--- config.mk ---
export PLATFORM = sky130hd
export DESIGN_NAME = ibex_multdiv_issue_ctrl
export DESIGN_NICKNAME = d
export VERILOG_FILES = /design/src/rtl/ibex_pkg.sv /design/src/rtl/ibex_multdiv_issue_ctrl.sv
export SDC_FILE = /design/constraint.sdc
export NUM_CORES = 1
export LEC_CHECK = 0
export CAP_MARGIN = 20
export CELL_PAD_IN_SITES_DETAIL_PLACEMENT = 1
export CELL_PAD_IN_SITES_GLOBAL_PLACEMENT = 1
export CORE_MARGIN = 2
export CORE_UTILIZATION = 25
export CTS_CLUSTER_DIAMETER = 200
export DETAILED_ROUTE_END_ITERATION = 6
export PLACE_DENSITY_LB_ADDON = 0.1
export REMOVE_ABC_BUFFERS = 1
export SLEW_MARGIN = 10
export SYNTH_ARGS = -nofsm -noshare
export SYNTH_HDL_FRONTEND = slang
export SYNTH_SLANG_ARGS = --single-unit
--- constraint.sdc ---
create_clock -name clk_i -period 2.06 [get_ports clk_i]
set_input_delay 0.412 -clock clk_i [delete_from_list [all_inputs] [get_ports clk_i]]
set_output_delay 0.412 -clock clk_i [all_outputs]
set_load 0.03 [all_outputs]
--- src/rtl/ibex_pkg.sv ---
// Shared Ibex types used by the multiplier/divider issue controller.
package ibex_pkg;

  typedef enum logic [1:0] {
    MD_OP_MULL,
    MD_OP_MULH,
    MD_OP_DIV,
    MD_OP_REM
  } md_op_e;

  typedef enum logic [1:0] {
    MDC_IDLE,
    MDC_BUSY,
    MDC_DONE
  } multdiv_ctrl_state_e;

endpackage

--- src/rtl/ibex_multdiv_issue_ctrl.sv ---
// Issue sequencer between ID and the multiplier/divider: holds operands for the whole
// operation, buffers one result for writeback, and aborts hung operations.
module ibex_multdiv_issue_ctrl
  import ibex_pkg::*;
#(
  parameter bit          RV32M     = 1'b1,
  parameter int unsigned MaxCycles = 40
) (
  input  logic        clk_i,
  input  logic        rst_ni,
  input  logic        issue_valid_i,
  output logic        issue_ready_o,
  input  logic        issue_is_div_i,
  input  md_op_e      issue_operator_i,
  input  logic [1:0]  issue_signed_mode_i,
  input  logic [31:0] issue_op_a_i,
  input  logic [31:0] issue_op_b_i,
  input  logic        flush_i,
  output logic        mult_en_o,
  output logic        div_en_o,
  output md_op_e      multdiv_operator_o,
  output logic [1:0]  multdiv_signed_mode_o,
  output logic [31:0] multdiv_op_a_o,
  output logic [31:0] multdiv_op_b_o,
  output logic        multdiv_ready_id_o,
  input  logic        multdiv_valid_i,
  input  logic [31:0] multdiv_result_i,
  output logic        result_valid_o,
  input  logic        result_ready_i,
  output logic [31:0] result_data_o,
  output logic        perf_mul_done_o,
  output logic        perf_div_done_o,
  output logic        watchdog_err_o
);

  localparam int unsigned CntW = $clog2(MaxCycles + 1);

  multdiv_ctrl_state_e state_q, state_d;
  logic [CntW-1:0]     cnt_q;
  logic                is_div_q;
  md_op_e              operator_q;
  logic [1:0]          signed_mode_q;
  logic [31:0]         op_a_q, op_b_q, result_q;

  logic in_busy, in_done, accept, capture, timeout;

  always_comb begin
    in_busy = (state_q == MDC_BUSY);
    in_done = (state_q == MDC_DONE);
    // Gated by rst_ni so every output reads 0 while reset is held.
    issue_ready_o = rst_ni & RV32M & ~flush_i &
                    ((state_q == MDC_IDLE) | (in_done & result_ready_i));
    accept  = issue_valid_i & issue_ready_o;
    capture = in_busy & multdiv_valid_i & ~flush_i;
    // A result arriving on the limit cycle wins over the abort.
    timeout = in_busy & ~multdiv_valid_i & ~flush_i & (cnt_q == CntW'(MaxCycles - 1));
  end

  always_comb begin
    state_d = state_q;
    case (state_q)
      MDC_IDLE: if (accept) state_d = MDC_BUSY;
      MDC_BUSY: begin
        if (capture)      state_d = MDC_DONE;
        else if (timeout) state_d = MDC_IDLE;
      end
      MDC_DONE: begin
        if (accept)              state_d = MDC_BUSY;
        else if (result_ready_i) state_d = MDC_IDLE;
      end
      default: state_d = MDC_IDLE;
    endcase
    if (flush_i) state_d = MDC_IDLE;
  end

  always_ff @(posedge clk_i or negedge rst_ni) begin
    if (!rst_ni) begin
      state_q       <= MDC_IDLE;
      cnt_q         <= '0;
      is_div_q      <= 1'b0;
      operator_q    <= MD_OP_MULL;
      signed_mode_q <= 2'b00;
      op_a_q        <= '0;
      op_b_q        <= '0;
      result_q      <= '0;
    end else begin
      state_q <= state_d;
      if (accept) begin
        is_div_q      <= issue_is_div_i;
        operator_q    <= issue_operator_i;
        signed_mode_q <= issue_signed_mode_i;
        op_a_q        <= issue_op_a_i;
        op_b_q        <= issue_op_b_i;
        cnt_q         <= '0;
      end else if (in_busy) begin
        cnt_q <= cnt_q + CntW'(1);
      end
      if (capture) result_q <= multdiv_result_i;
    end
  end

  assign mult_en_o             = in_busy & ~is_div_q;
  assign div_en_o              = in_busy & is_div_q;
  assign multdiv_ready_id_o    = in_busy;
  assign multdiv_operator_o    = operator_q;
  assign multdiv_signed_mode_o = signed_mode_q;
  assign multdiv_op_a_o        = op_a_q;
  assign multdiv_op_b_o        = op_b_q;
  assign result_valid_o        = in_done;
  assign result_data_o         = result_q;
  assign perf_mul_done_o       = capture & ~is_div_q;
  assign perf_div_done_o       = capture & is_div_q;
  assign watchdog_err_o        = timeout;

endmodule
==> impl_metrics.yaml, run 1 <==
cts:
  cts.sinks: 109
  clkTransAtPathRegs_ns: 0.07
  cts_tree: "done"
  clock_latency_ns: 0.35
  ctsLongestPathBuffers: 2
  ctsRootBufferMaster: "clkbuf_16"
  h-tree-depth: 3
  cts_buffers: 9
synth:
  ys_types: 29
  synth_top_area_frac: 0.6255
  netlist_area_mm2: 0.004360
  synthArstFlopShare: 1.000
  yosys.area.top_type: "dfrtp_1"
  synth.avg_cell_area_um2: 16.45
  synth_edf_count: 0
  yosysWarnings: 0
  synth_common_cells: "dfrtp_1 (109), mux2_2 (40), mux2_4 (33), mux2_1 (28), buf_6 (7)"
  ys_seq_elements: 109
  synth.most_common_cell: "dfrtp_1"
  ys.flop_type: "dfrtp_1"
  syn_inst: 265
  ys_seq_area_frac: 0.6255
  yosys-top-cells-area: "dfrtp_1 (63%), mux2_4 (11%), mux2_2 (10%), mux2_1 (7.2%), buf_6 (1.8%)"
sta:
  max-slew-margin-rel: 0.5117
  hold_ws_ns: 0.3517
  tns_ns: 0
  worst_pin_slew_ns: 0.7325
  finalMaxSlewViolations: 0
  setup-violations-final: 0
  finalCritPeriodShare: 0.9581
  final.setup_skew_ns: 0.007511
  hold_viol: 0
  fin_crit_ns: 1.974
  max_freq_mhz: 506.6
  rsz0062_at_grt: "false"
floorplanning:
  die_area_mm2: 0.01851
  floorplan.initialDensity: 0.2539
  die_w_um: 136.1
  die-height_um: 136.1
  io_pins: 215
  num_rows: 48
  core_area_mm2: 0.01718
detailed_routing:
  drcViolationCount: 0
  antenna_left: 0
  drtIter0Drc: 57
  routed_wl_um: 11810
  first_pass_iters: 4
  wl_per_cell_um: 16.24
  vias_per_cell: 4.191
  num_vias: 3047
global_routing:
  grt_pass1_wl_um: 18350
  grt_pass1_vias: 3406
  grt_usage: 0.1305
  overflow: 0
  grt_start_max_net_pins: 57
  antenna_found_initial: 1
pwr:
  power_density_mw_per_mm2: 1116
  p_leak_nw: 3.063
  ir_drop_uv: 458.6
  power.total_mw: 8.092
placed_design:
  gp_congestion: 0.6978
  numPortBuffers: 214
  place_hpwl_um: 8677
  place_inst: 703
cells_and_area:
  drive_above_1_share: 0.2351
  nets: 605
  area_growth_pct: 66.28
  diodes: 0
  final_cells: 727
worst_hold_path:
  hold_depth: 2
  hold_class: "input pin to flip-flop"
setup_path:
  worstPathArrival_ns: 1.56
  crit_path_end_kind: "primary output"
  setup.worst_path.class: "input pin to primary output"
  path_cells: "dlygate4sd3_1 -> buf_6 -> and3_1 -> buf_4"
  start_kind: "input pin"
  slowest_delay_ns: 0.60
  crit_path_max_fanout: 15
  r2r_cells: 5
  critPathSlowestCell: "dlygate4sd3_1"
  worstPathRequired_ns: 1.65
run_status:
  run_status: "complete, no violations"
job:
  drv_cap: 0
[sequential cells by signal (all words and copies together) (netlist names)]
| signal | cells |
|---|---|
| cnt_q | 6 |
| is_div_q | 1 |
| multdiv_op_a_o | 32 |
| multdiv_op_b_o | 32 |
| multdiv_operator_o | 2 |
| multdiv_signed_mode_o | 2 |
| result_data_o | 32 |
| state_q | 2 |
[critical path, delay by kind of cell]
kind          cells  cell delay [ns]
buf+inv           3             0.96
simple gates      1             0.19
[power by group]
part | switching, mW | total (mW) | internal, mW
logic | 1.58 | 3.12 | 1.54
clock network | 0.791 | 2.02 | 1.23
registers | 0.285 | 2.95 | 2.66
[repair_timing]
action                                 4_1_cts  5_1_grt
buffers inserted                             3        4
hold buffers                                 1        0
gates resized for setup                      5        8
endpoints found under the hold margin       11        0
pin swaps                                    1        4
setup endpoints to repair                    7        5
[stage by stage]
step | util | cell area, µm² | setup WS, ns
6_report | 0.4221 | 7251 | 0.08625
3_3_place_gp | 0.3959 | 6800 | 0.01848
5_1_grt | 0.4221 | 7251 | 0.01065
2_1_floorplan | - | 4254 | -1.274
3_5_place_dp | 0.3959 | 6800 | 0.009914
4_1_cts | 0.4181 | 7182 | 0.005036
[per-layer routing]
| layer | share of wire | up-vias | global-route usage |
|---|---|---|---|
| met5 | 0.0011 | - | 0 |
| met4 | 0.017 | 2 | 0.05498 |
| met3 | 0.12 | 18 | 0.06711 |
| met2 | 0.46 | 121 | 0.2021 |
| met1 | 0.40 | 1516 | 0.1518 |
| li1 | - | 1390 | - |
[placed cells by master, fill, tap and decap left out, types with 2 or more instances in the layout]
cell and n:
clkdlybuf4s50_1 204, dfrtp_1 109, mux2_2 40, mux2_4 33, mux2_1 28, buf_4 18
clkbuf_16 9, nor2_1 5, nand2_1 4, a21oi_1 4, dlygate4sd2_1 4, buf_12 4
inv_1 3, o21ai_0 3, or3_1 3, bufinv_16 3, nor2b_1 2, and2_1 2
nand3b_1 2
[cell families after synthesis]
kind of cell | synth area share
flops | 0.6255
mux | 0.2892
simple gates | 0.03988
buf+inv | 0.02697
compound gates | 0.01148
xor+xnor | 0.004018
fa+ha+maj | 0.002869
[area by class of cell]
| type | count | area (µm²) |
|---|---|---|
| fillers | 1776 | 9926 |
| flip-flops and latches | 109 | 2728 |
| repair buffers | 233 | 2326 |
| multi-input cells | 141 | 1555 |
| well taps | 225 | 281.5 |
| clock buffers | 11 | 242.7 |
| clock inverters | 5 | 106.4 |
| inverters | 3 | 11.26 |
[worst paths after layout]
path / from / to / slack [ns]
min in group asynchronous: rst_ni / result_data_o[13]$_DFFE_PN0N_ / 0.52
hold / removal: flush_i / state_q[1]$_DFFE_PN0P_ / 0.35
setup reg to reg: state_q[0]$_DFFE_PN0P_ / multdiv_op_a_o[21]$_DFFE_PN0P_ / 0.32
setup / recovery: rst_ni / issue_ready_o / 0.09
max in group asynchronous: rst_ni / multdiv_op_b_o[28]$_DFFE_PN0P_ / 0.60
hold reg to reg: result_data_o[20]$_DFFE_PN0N_ / result_data_o[20]$_DFFE_PN0N_ / 0.48
Power figures use the tool's default switching activity.
==> run 2, diff against run 1 <==
--- a/config.mk
+++ b/config.mk
@@ -5,7 +5,7 @@
 export SDC_FILE = /design/constraint.sdc
 export NUM_CORES = 1
 export LEC_CHECK = 0
-export CAP_MARGIN = 20
+export CAP_MARGIN = 30
 export CELL_PAD_IN_SITES_DETAIL_PLACEMENT = 1
 export CELL_PAD_IN_SITES_GLOBAL_PLACEMENT = 1
 export CORE_MARGIN = 2
==> results of run 2 <==
No change in the layout: final DEF, timing and power equal those of run 1.
